==> src/rtl/key_sweep_pkg.sv <==
// Shared definitions for the key sweep engine.
//   state_e  : sweep FSM states, 2-bit encoding
//   SETTLE_W : width of the per-pair hold counter (SETTLE range 0..15)
//   is_max() : terminal-value detection for the key and pattern counters
package key_sweep_pkg;

  localparam int SETTLE_W = 4;

  typedef enum logic [1:0] {
    ST_IDLE  = 2'd0,
    ST_APPLY = 2'd1,
    ST_CHECK = 2'd2,
    ST_DONE  = 2'd3
  } state_e;

  // True when the low 'width' bits of 'value' are all ones. Counters stop
  // on this value instead of wrapping, so the sweep is always finite.
  function automatic logic is_max(input logic [63:0] value, input int unsigned width);
    logic result;
    result = 1'b1;
    for (int i = 0; i < 64; i++) begin
      if ((i < width) && !value[i]) result = 1'b0;
    end
    return result;
  endfunction

endpackage

==> src/rtl/key_sweep_driver_counter.sv <==
// sweep_counter: saturating up-counter used for the key and pattern indices.
//   clk      in  clock, rising edge
//   rst_n    in  asynchronous active-low reset
//   clr_i    in  clear to zero (wins over inc_i)
//   inc_i    in  increment; ignored once the count is all ones
//   count_o  out current count (registered)
//   is_max_o out count is all ones
module sweep_counter
  import key_sweep_pkg::*;
#(
  parameter int W = 2
) (
  input  logic         clk,
  input  logic         rst_n,
  input  logic         clr_i,
  input  logic         inc_i,
  output logic [W-1:0] count_o,
  output logic         is_max_o
);

  logic [W-1:0] count_q, count_d;

  assign is_max_o = is_max(64'(count_q), W);
  assign count_o  = count_q;

  always_comb begin
    count_d = count_q;
    if (clr_i) begin
      count_d = '0;
    end else if (inc_i && !is_max_o) begin
      count_d = count_q + W'(1);
    end
  end

  // NOTE: state registers use non-blocking assignments so every flop samples
  // pre-edge values; blocking here would create order-dependent simulation.
  always_ff @(posedge clk or negedge rst_n) begin
    if (!rst_n) count_q <= '0;
    else        count_q <= count_d;
  end

endmodule

==> src/rtl/key_sweep_driver.sv <==
// key_sweep_driver: exhaustive key/pattern sweep for a locked-vs-original
// equivalence miter. Reports the first key for which every input pattern
// produces matching outputs.
//   C          in   clock, rising edge
//   R          in   asynchronous active-low reset
//   start      in   begin a sweep (honoured in IDLE and DONE)
//   abort      in   synchronous abort to IDLE, clears the result
//   eq_in      in   miter per-output equality, 1 = outputs agree
//   key_out    out  key applied to the locked circuit
//   pat_out    out  input pattern applied to both circuits
//   busy       out  sweep in progress
//   done       out  sweep finished, held until the next accepted start
//   found      out  with done: a fully-matching key exists
//   key_found  out  with done&found: first matching key
//   fail_mask  out  OR of ~eq_in over all samples of the current key
module key_sweep_driver
  import key_sweep_pkg::*;
#(
  parameter int KEY_W  = 2,
  parameter int IN_W   = 5,
  parameter int OUT_W  = 2,
  parameter int SETTLE = 0
) (
  input  logic             C,
  input  logic             R,
  input  logic             start,
  input  logic             abort,
  input  logic [OUT_W-1:0] eq_in,
  output logic [KEY_W-1:0] key_out,
  output logic [IN_W-1:0]  pat_out,
  output logic             busy,
  output logic             done,
  output logic             found,
  output logic [KEY_W-1:0] key_found,
  output logic [OUT_W-1:0] fail_mask
);

  localparam logic [SETTLE_W-1:0] SETTLE_L = SETTLE_W'(SETTLE);

  state_e              state_q, state_d;
  logic [SETTLE_W-1:0] hold_q, hold_d;
  logic                busy_q, busy_d;
  logic                done_q, done_d;
  logic                found_q, found_d;
  logic [KEY_W-1:0]    key_found_q, key_found_d;
  logic [OUT_W-1:0]    fail_mask_q, fail_mask_d;

  logic key_inc, key_clr, key_max;
  logic pat_inc, pat_clr, pat_max;
  logic pass;

  sweep_counter #(.W(KEY_W)) u_key_cnt (
    .clk      (C),
    .rst_n    (R),
    .clr_i    (key_clr),
    .inc_i    (key_inc),
    .count_o  (key_out),
    .is_max_o (key_max)
  );

  sweep_counter #(.W(IN_W)) u_pat_cnt (
    .clk      (C),
    .rst_n    (R),
    .clr_i    (pat_clr),
    .inc_i    (pat_inc),
    .count_o  (pat_out),
    .is_max_o (pat_max)
  );

  assign pass = &eq_in;

  // NOTE: every signal assigned below gets a default first, so no path can
  // leave one unassigned and infer a latch.
  always_comb begin
    state_d     = state_q;
    hold_d      = hold_q;
    busy_d      = busy_q;
    done_d      = done_q;
    found_d     = found_q;
    key_found_d = key_found_q;
    fail_mask_d = fail_mask_q;
    key_inc     = 1'b0;
    key_clr     = 1'b0;
    pat_inc     = 1'b0;
    pat_clr     = 1'b0;

    if (abort) begin
      // Abort overrides everything, including a simultaneous start.
      state_d     = ST_IDLE;
      hold_d      = '0;
      busy_d      = 1'b0;
      done_d      = 1'b0;
      found_d     = 1'b0;
      key_found_d = '0;
      fail_mask_d = '0;
      key_clr     = 1'b1;
      pat_clr     = 1'b1;
    end else begin
      unique case (state_q)
        ST_IDLE, ST_DONE: begin
          if (start) begin
            state_d     = ST_APPLY;
            hold_d      = '0;
            busy_d      = 1'b1;
            done_d      = 1'b0;
            found_d     = 1'b0;
            key_found_d = '0;
            fail_mask_d = '0;
            key_clr     = 1'b1;
            pat_clr     = 1'b1;
          end
        end
        ST_APPLY: begin
          // The pair is held SETTLE+1 cycles; the CHECK cycle that follows
          // is the only one whose closing edge samples eq_in.
          if (hold_q == SETTLE_L) begin
            state_d = ST_CHECK;
            hold_d  = '0;
          end else begin
            hold_d = hold_q + SETTLE_W'(1);
          end
        end
        ST_CHECK: begin
          fail_mask_d = fail_mask_q | ~eq_in;
          if (pass) begin
            if (!pat_max) begin
              pat_inc = 1'b1;
              state_d = ST_APPLY;
            end else begin
              key_found_d = key_out;
              found_d     = 1'b1;
              busy_d      = 1'b0;
              done_d      = 1'b1;
              state_d     = ST_DONE;
            end
          end else begin
            if (!key_max) begin
              // First mismatch disqualifies this key; move on immediately.
              key_inc     = 1'b1;
              pat_clr     = 1'b1;
              fail_mask_d = '0;
              state_d     = ST_APPLY;
            end else begin
              found_d = 1'b0;
              busy_d  = 1'b0;
              done_d  = 1'b1;
              state_d = ST_DONE;
            end
          end
        end
        default: state_d = ST_IDLE;
      endcase
    end
  end

  always_ff @(posedge C or negedge R) begin
    if (!R) begin
      state_q     <= ST_IDLE;
      hold_q      <= '0;
      busy_q      <= 1'b0;
      done_q      <= 1'b0;
      found_q     <= 1'b0;
      key_found_q <= '0;
      fail_mask_q <= '0;
    end else begin
      state_q     <= state_d;
      hold_q      <= hold_d;
      busy_q      <= busy_d;
      done_q      <= done_d;
      found_q     <= found_d;
      key_found_q <= key_found_d;
      fail_mask_q <= fail_mask_d;
    end
  end

  assign busy      = busy_q;
  assign done      = done_q;
  assign found     = found_q;
  assign key_found = key_found_q;
  assign fail_mask = fail_mask_q;

endmodule

==> config.mk <==
export PLATFORM = sky130hd
export DESIGN_NAME = key_sweep_driver
export DESIGN_NICKNAME = d
export VERILOG_FILES = /design/src/rtl/key_sweep_pkg.sv /design/src/rtl/key_sweep_driver_counter.sv /design/src/rtl/key_sweep_driver.sv
export SDC_FILE = /design/constraint.sdc
export NUM_CORES = 1
export LEC_CHECK = 0
export BUFFER_PORTS_ARGS = -buffer_cell sky130_fd_sc_hd__clkbuf_2
export CAP_MARGIN = 20
export CORE_ASPECT_RATIO = 1.2
export CORE_UTILIZATION = 45
export DETAILED_ROUTE_END_ITERATION = 16
export GPL_ROUTABILITY_DRIVEN = 0
export GPL_TIMING_DRIVEN = 0
export HOLD_SLACK_MARGIN = 0.02
export PLACE_DENSITY = 0.69
export SLEW_MARGIN = 0
export SYNTH_ARGS = -nofsm -noshare
export SYNTH_HDL_FRONTEND = slang
export SYNTH_SLANG_ARGS = --single-unit
==> constraint.sdc <==
create_clock -name C -period 2.3 [get_ports C]
set_clock_uncertainty 0.1 [all_clocks]
set_input_delay 0.46 -clock C [delete_from_list [all_inputs] [get_ports C]]
set_output_delay 0.46 -clock C [all_outputs]
set_load 0.01 [all_outputs]
==> results.md, run 1 <==
- Inserted Clock Buffers: 3
- Initial Utilization: 48.4%
- Gr busiest metal: met2
- Number of gates resized after CTS: 0
- Synth area leaders: dfrtp_1 (40%), ha_1 (7.0%), a22oi_1 (3.6%)
- Post-synth top area share: 40.1%
- Unrepaired setup endpoints after global routing: false
- Area Overhead vs Synth: 13.4%
- R2r startpoint: state_q[0]
- Top_reg_cell synth: dfrtp_1
- Post-synthesis instance area: 1250 um^2
- # IOs: 20
- Total GRT Usage: 19.3%
- Achievable Freq: 0.474 GHz
- Met2 Track Usage GR: 34.5%
- Routed wire length: 2.66 mm
- Status: completed
- Max-cap violations: 0
- Row cnt: 20
- Setup TNS: 0 ns
- Synthesized Nets: 140
- Die Y: 59.7 um
- Crit start category: flip-flop
- Die W: 50.1 um
- Wire length per cell after detailed routing: 14.7 um
- Via count: 1081
- Number of synthesis warnings: 0
- Core Region: 2580 um^2
- Pwr per Cell Area: 514 nW/um^2
- Final period util: 91.7%
- CP Max Fanout: 9
- WP data required: 2.42 ns
- Post-route ant nets: 0
- Worst skew pair latency: 0.30 ns
- R2r endpoint: u_pat_cnt.count_o[3]
- Worst rel slew slack: 57.7%
- Sequential area share after synthesis: 40.1%
- Seq cells post-synth: 20
- Leading area contributor after synthesis: dfrtp_1
- Final Max Tran Viols: 0
- Fraction of registers with async set/reset: 100%
- I/O Buffers: 16
- Count leader, synth: dfrtp_1
- Met3 Track Usage GR: 2.29%
- H-tree Lvls: 1
- Clk buf depth: 2
- Residual DRC: 0
- Post-detail-place hpwl: 2.02 mm
- Setup bufs post-CTS: 0
- Hold Buf Count CTS: 1
- Initial DRC Count: 33
- Final core utilization: 55.0%
- Initial antenna violation count: 0
- Clock root buffer master: clkbuf_4
- Least-Margin Pin Slew: 0.627 ns
- Final setup fails: 0
- Vias in the first global route: 1025
- CTS tree: built
- R2R depth: 6
- N_diodes: 0
- Clk sinks: 20
- First-pass GRT wire length: 4.32 mm
- Final hold vios: 0
- Hold endpoint: busy
- Syn Inst Count: 127
- R2R setup slack: 0.19 ns
- Largest net degree at the start of global routing: 21
- Synth Area per Inst: 9.83 um^2
- Via density: 5.97
- Clock-pin slew on the worst setup and hold paths: 0.11 ns
- Nets: 162
- Worst min path class: in -> reg
- Number of synthesized flops with an enable pin: 0
- GRT overflow: 0
- Share of layout cells above drive strength 1: 22.3%
- Post-route minimum period: 2.11 ns
- First-pass detailed-route iteration total: 5
- Setup crit end kind: flip-flop
- Met1 usage: 22.2%
- Distinct cells, synth: 44
- CP Data Arrival Time: 2.23 ns
- Leak Pwr: 0.000677 uW
- Area of the die: 2990 um^2
- Hold depth: 2
- Synth cell count leaders: dfrtp_1 (20), inv_1 (11), nand2_1 (8)
- Hold wc startpoint: abort
- Worst vdd ir: 0.336 mV
- Crit path kind: reg -> reg
## placed cells by master (no fill, tap or decap), drive strengths merged, types with 3 or more instances in the layout
master  count
o21ai       7
nand3       5
buf         6
a22oi       6
o41ai       3
ha          7
a21oi       6
dfrtp      20
a21o        3
clkbuf     21
nand2b      3
o22ai       4
inv        11
or4         3
nand2       8
## per-layer routing
| metal | share of wire (%) | routed length [um] |
|---|---|---|
| met1 | 44 | 1170 |
| met4 | 2.0 | 53 |
| met5 | 0 | 0 |
| met2 | 51 | 1350 |
| met3 | 3.4 | 90 |
## cell families after synthesis
kind of cell | synth area share [%]
compound gates | 26.8
simple gates | 17.6
mux | 1.60
flops | 40.1
fa+ha+maj | 7.01
buf+inv | 6.91
## stage by stage
step	total power (uW)	cell area [um^2]	hold slack (ns)	std cells	worst slack [ns]
2_1_floorplan	484	1250	0.0644	127	0.411
3_3_place_gp	523	1370	0.350	176	0.271
3_5_place_dp	526	1370	0.356	176	0.223
4_1_cts	731	1420	0.262	181	0.194
5_1_grt	765	1420	0.272	181	0.0166
6_report	728	1420	0.263	181	0.190
## worst max path at each step
stage / start / endpoint / slack (ns) / cells past startpoint
after floorplan: u_pat_cnt.count_o[0] / u_pat_cnt.count_o[0] / 0.41 / 6
after global placement: state_q[0] / u_pat_cnt.count_o[3] / 0.27 / 6
after detailed placement: state_q[0] / u_pat_cnt.count_o[3] / 0.22 / 6
after CTS: state_q[0] / u_pat_cnt.count_o[3] / 0.19 / 6
after global routing: state_q[0] / u_pat_cnt.count_o[3] / 0.02 / 6
final: state_q[0] / u_pat_cnt.count_o[3] / 0.19 / 6
## layout make-up
type / count / area [um^2]
buffer: 7 / 45.0
clock buffer: 4 / 36.3
fill: 239 / 1160
inverter: 11 / 41.3
multi-input combinational: 89 / 662
sequential: 20 / 500
tap: 33 / 41.3
timing repair buffer: 17 / 90.1
## critical path, stage by stage (launching register included)
cell	delay (ns)
dfrtp_1	0.40
inv_1	0.08
ha_1	0.28
clkbuf_1	0.18
a21oi_2	0.36
o21ai_0	0.34
a22oi_1	0.28
## power by group
group,internal (uW),total (uW),switching (uW)
sequential,365,376,10.8
combinational,56.7,145,88.3
clock,96.7,206,110
total,519,728,209
## registers in the layout, indices dropped and copies added, names as in the netlist
name,cells
busy,1
done,1
fail_mask,2
found,1
hold_q,4
key_found,2
state_q,2
u_key_cnt.count_o,2
u_pat_cnt.count_o,5
No activity file was read; power rests on OpenSTA's default activity.
==> run 2: changes to the inputs <==
Settings changed: ABC_AREA from default to 1.
==> results.md, run 2 <==
- Status: completed (unchanged)
- # IOs: 20 (unchanged)
- Routed wire length: 2.28 mm (was 2.66 mm)
- Synth area leaders: dfrtp_1 (40%), nand2_1 (15%), nand3_1 (7.7%) (was dfrtp_1 (40%), ha_1 (7.0%), a22oi_1 (3.6%))
- Crit start category: flip-flop (unchanged)
- Synth Area per Inst: 7.71 um^2 (was 9.83 um^2)
- Top_reg_cell synth: dfrtp_1 (unchanged)
- I/O Buffers: 19 (was 16)
- Initial DRC Count: 24 (was 33)
- Worst rel slew slack: 65.7% (was 57.7%)
- Number of synthesized flops with an enable pin: 0 (unchanged)
- Leading area contributor after synthesis: dfrtp_1 (unchanged)
- Worst vdd ir: 0.355 mV (was 0.336 mV)
- Initial antenna violation count: 0 (unchanged)
- First-pass detailed-route iteration total: 4 (was 5)
- Worst skew pair latency: 0.30 ns (about the same)
- Post-detail-place hpwl: 1.77 mm (was 2.02 mm)
- Most common cell after layout, fill and taps aside: nand2_1 (was dfrtp_1)
- Fraction of registers with async set/reset: 100% (unchanged)
- Crit path kind: reg -> reg (unchanged)
- Post-synthesis instance area: 1240 um^2 (was 1250 um^2)
- Number of synthesis warnings: 0 (unchanged)
- Final Max Tran Viols: 0 (unchanged)
- Core Region: 2580 um^2 (unchanged)
- Syn Inst Count: 161 (was 127)
- Via density: 4.91 (was 5.97)
- R2R depth: 7 (was 6)
- Pwr per Cell Area: 529 nW/um^2 (was 514 nW/um^2)
- Final period util: 71.5% (was 91.7%)
- CP Data Arrival Time: 1.79 ns (was 2.23 ns)
- Footprint of the multi-input gates: 637 um^2 (was 662 um^2)
- Placed insts: 213 (was 176)
- H-tree Lvls: 1 (unchanged)
- Synthesized Nets: 174 (was 140)
- Distinct cells, synth: 21 (was 44)
- CP Max Fanout: 8 (was 9)
- Final hold vios: 0 (unchanged)
- Largest net degree at the start of global routing: 21 (unchanged)
- Synth cell count leaders: nand2_1 (50), inv_1 (22), dfrtp_1 (20) (was dfrtp_1 (20), inv_1 (11), nand2_1 (8))
- Nets: 199 (was 162)
- Hold slack: 0.384 ns (was 0.263 ns)
- Hold depth: 2 (unchanged)
- GRT overflow: 0 (unchanged)
- First-pass GRT wire length: 3.93 mm (was 4.32 mm)
- WP data required: 2.44 ns (was 2.42 ns)
- Final setup fails: 0 (unchanged)
- Design area: 1420 um^2 (about the same)
- Share of layout cells above drive strength 1: 23.8% (was 22.3%)
- Area post-placement: 1380 um^2 (was 1370 um^2)
- Clk buf depth: 2 (unchanged)
- Setup TNS: 0 ns (unchanged)
- Clk sinks: 20 (unchanged)
- Unrepaired setup endpoints after global routing: false (unchanged)
- Most frequent cells in the layout: nand2_1 (50), inv_1 (22), dfrtp_1 (20), nand3_1 (19), clkbuf_2 (19) (was dfrtp_1 (20), clkbuf_2 (16), inv_1 (11), nand2_1 (8))
- Row cnt: 20 (unchanged)
- Residual DRC: 0 (unchanged)
- Post-synth top area share: 40.3% (was 40.1%)
- Wire length per cell after detailed routing: 10.4 um (was 14.7 um)
- Final Non-Filler Cells: 218 (was 181)
- Setup bufs post-CTS: 0 (unchanged)
- Least-Margin Pin Slew: 0.514 ns (was 0.627 ns)
- Count leader, synth: nand2_1 (was dfrtp_1)
- Post-route ant nets: 0 (unchanged)
- Max-cap violations: 0 (unchanged)
- CTS tree: built (unchanged)
- Leak Pwr: 0.000859 uW (was 0.000677 uW)
- Sequential area share after synthesis: 40.3% (was 40.1%)
- Post-route minimum period: 1.65 ns (was 2.11 ns)
- Seq cells post-synth: 20 (unchanged)
- Die W: 49.9 um (was 50.1 um)
- Area Overhead vs Synth: 14.7% (was 13.4%)
- Max reg flops: 5 (unchanged)
- Via count: 1070 (was 1081)
- Final core utilization: 55.2% (was 55.0%)
- Register Area: 500 um^2 (unchanged)
- Total GRT Usage: 17.5% (was 19.3%)
- Fill count: 240 (was 239)
- Die Y: 59.5 um (was 59.7 um)
- Setup crit end kind: flip-flop (unchanged)
- Area of the die: 2970 um^2 (was 2990 um^2)
- Vias in the first global route: 946 (was 1025)
- Achievable Freq: 0.608 GHz (was 0.474 GHz)
- Clock root buffer master: clkbuf_4 (unchanged)
- N_diodes: 0 (unchanged)
- Clock-pin slew on the worst setup and hold paths: 0.11 ns (about the same)
- Initial Utilization: 48.2% (was 48.4%)
- Worst min path class: reg -> reg (was in -> reg)
- Inserted Clock Buffers: 3 (unchanged)
-- run 2: final cells by class --
cell class / count / area share (%)
Sequential cell: 20 / 35.1
Multi-Input combinational cell: 114 / 44.7
Timing Repair Buffer: 20 / 7.38
Inverter: 27 / 7.29
Clock buffer: 4 / 2.55
Tap cell: 33 / 2.90
-- run 2: routing by layer --
metal / up-vias / global-route usage [%] / part of all wire [%]
li1: 558 / - / -
met1: 493 / 19.9 / 45
met2: 15 / 32.6 / 51
met3: 4 / 3.33 / 2.7
met4: 0 / 6.12 / 1.4
met5: - / 0 / 0
-- run 2: worst paths after layout --
kind	startpoint	endpoint	slack, ns
min in group asynchronous	R	u_pat_cnt.count_o[3]	0.55
setup / recovery	state_q[0]	u_pat_cnt.count_o[4]	0.65
hold reg to reg	found	found	0.38
setup reg to reg	state_q[0]	u_pat_cnt.count_o[4]	0.65
hold / removal	found	found	0.38
max in group asynchronous	R	u_key_cnt.count_o[1]	1.21
-- run 2: where the power goes --
part	total [uW]	switching, uW	internal (uW)
Clock	203	107	96.6
Combinational	173	118	55.5
Sequential	377	10.4	367
Total	754	235	519
-- run 2: what timing repair did --
item,CTS,global route
hold buffers,1,0
gates resized for setup,0,0
endpoints found under the setup margin,0,0
endpoints found under the hold margin,4,0
-- run 2: logic make-up (layout without fill, tap and decap cells) --
| kind of cell | after synthesis | in the layout | share of synthesized area (%) |
|---|---|---|---|
| adders and majority gates | 7 | 7 | 7.06 |
| buffers and inverters | 27 | 51 | 8.37 |
| DFF | 20 | 20 | 40.3 |
| AOI/OAI and AO/OA | 9 | 9 | 3.93 |
| and+or+nand+nor | 98 | 98 | 40.3 |
-- run 2: stage by stage --
stage	power, uW	worst slack (ns)
2_1_floorplan	508	0.784
3_3_place_gp	552	0.721
3_5_place_dp	558	0.677
4_1_cts	765	0.640
5_1_grt	801	0.537
6_report	754	0.655
-- run 2: worst max-delay path, cell delays in order (launching register included) --
cell	delay (ns)
dfrtp_1	0.39
inv_1	0.05
ha_1	0.34
a21oi_2	0.25
nand2_1	0.14
nand2_2	0.16
nand3_1	0.09
nand2_1	0.07
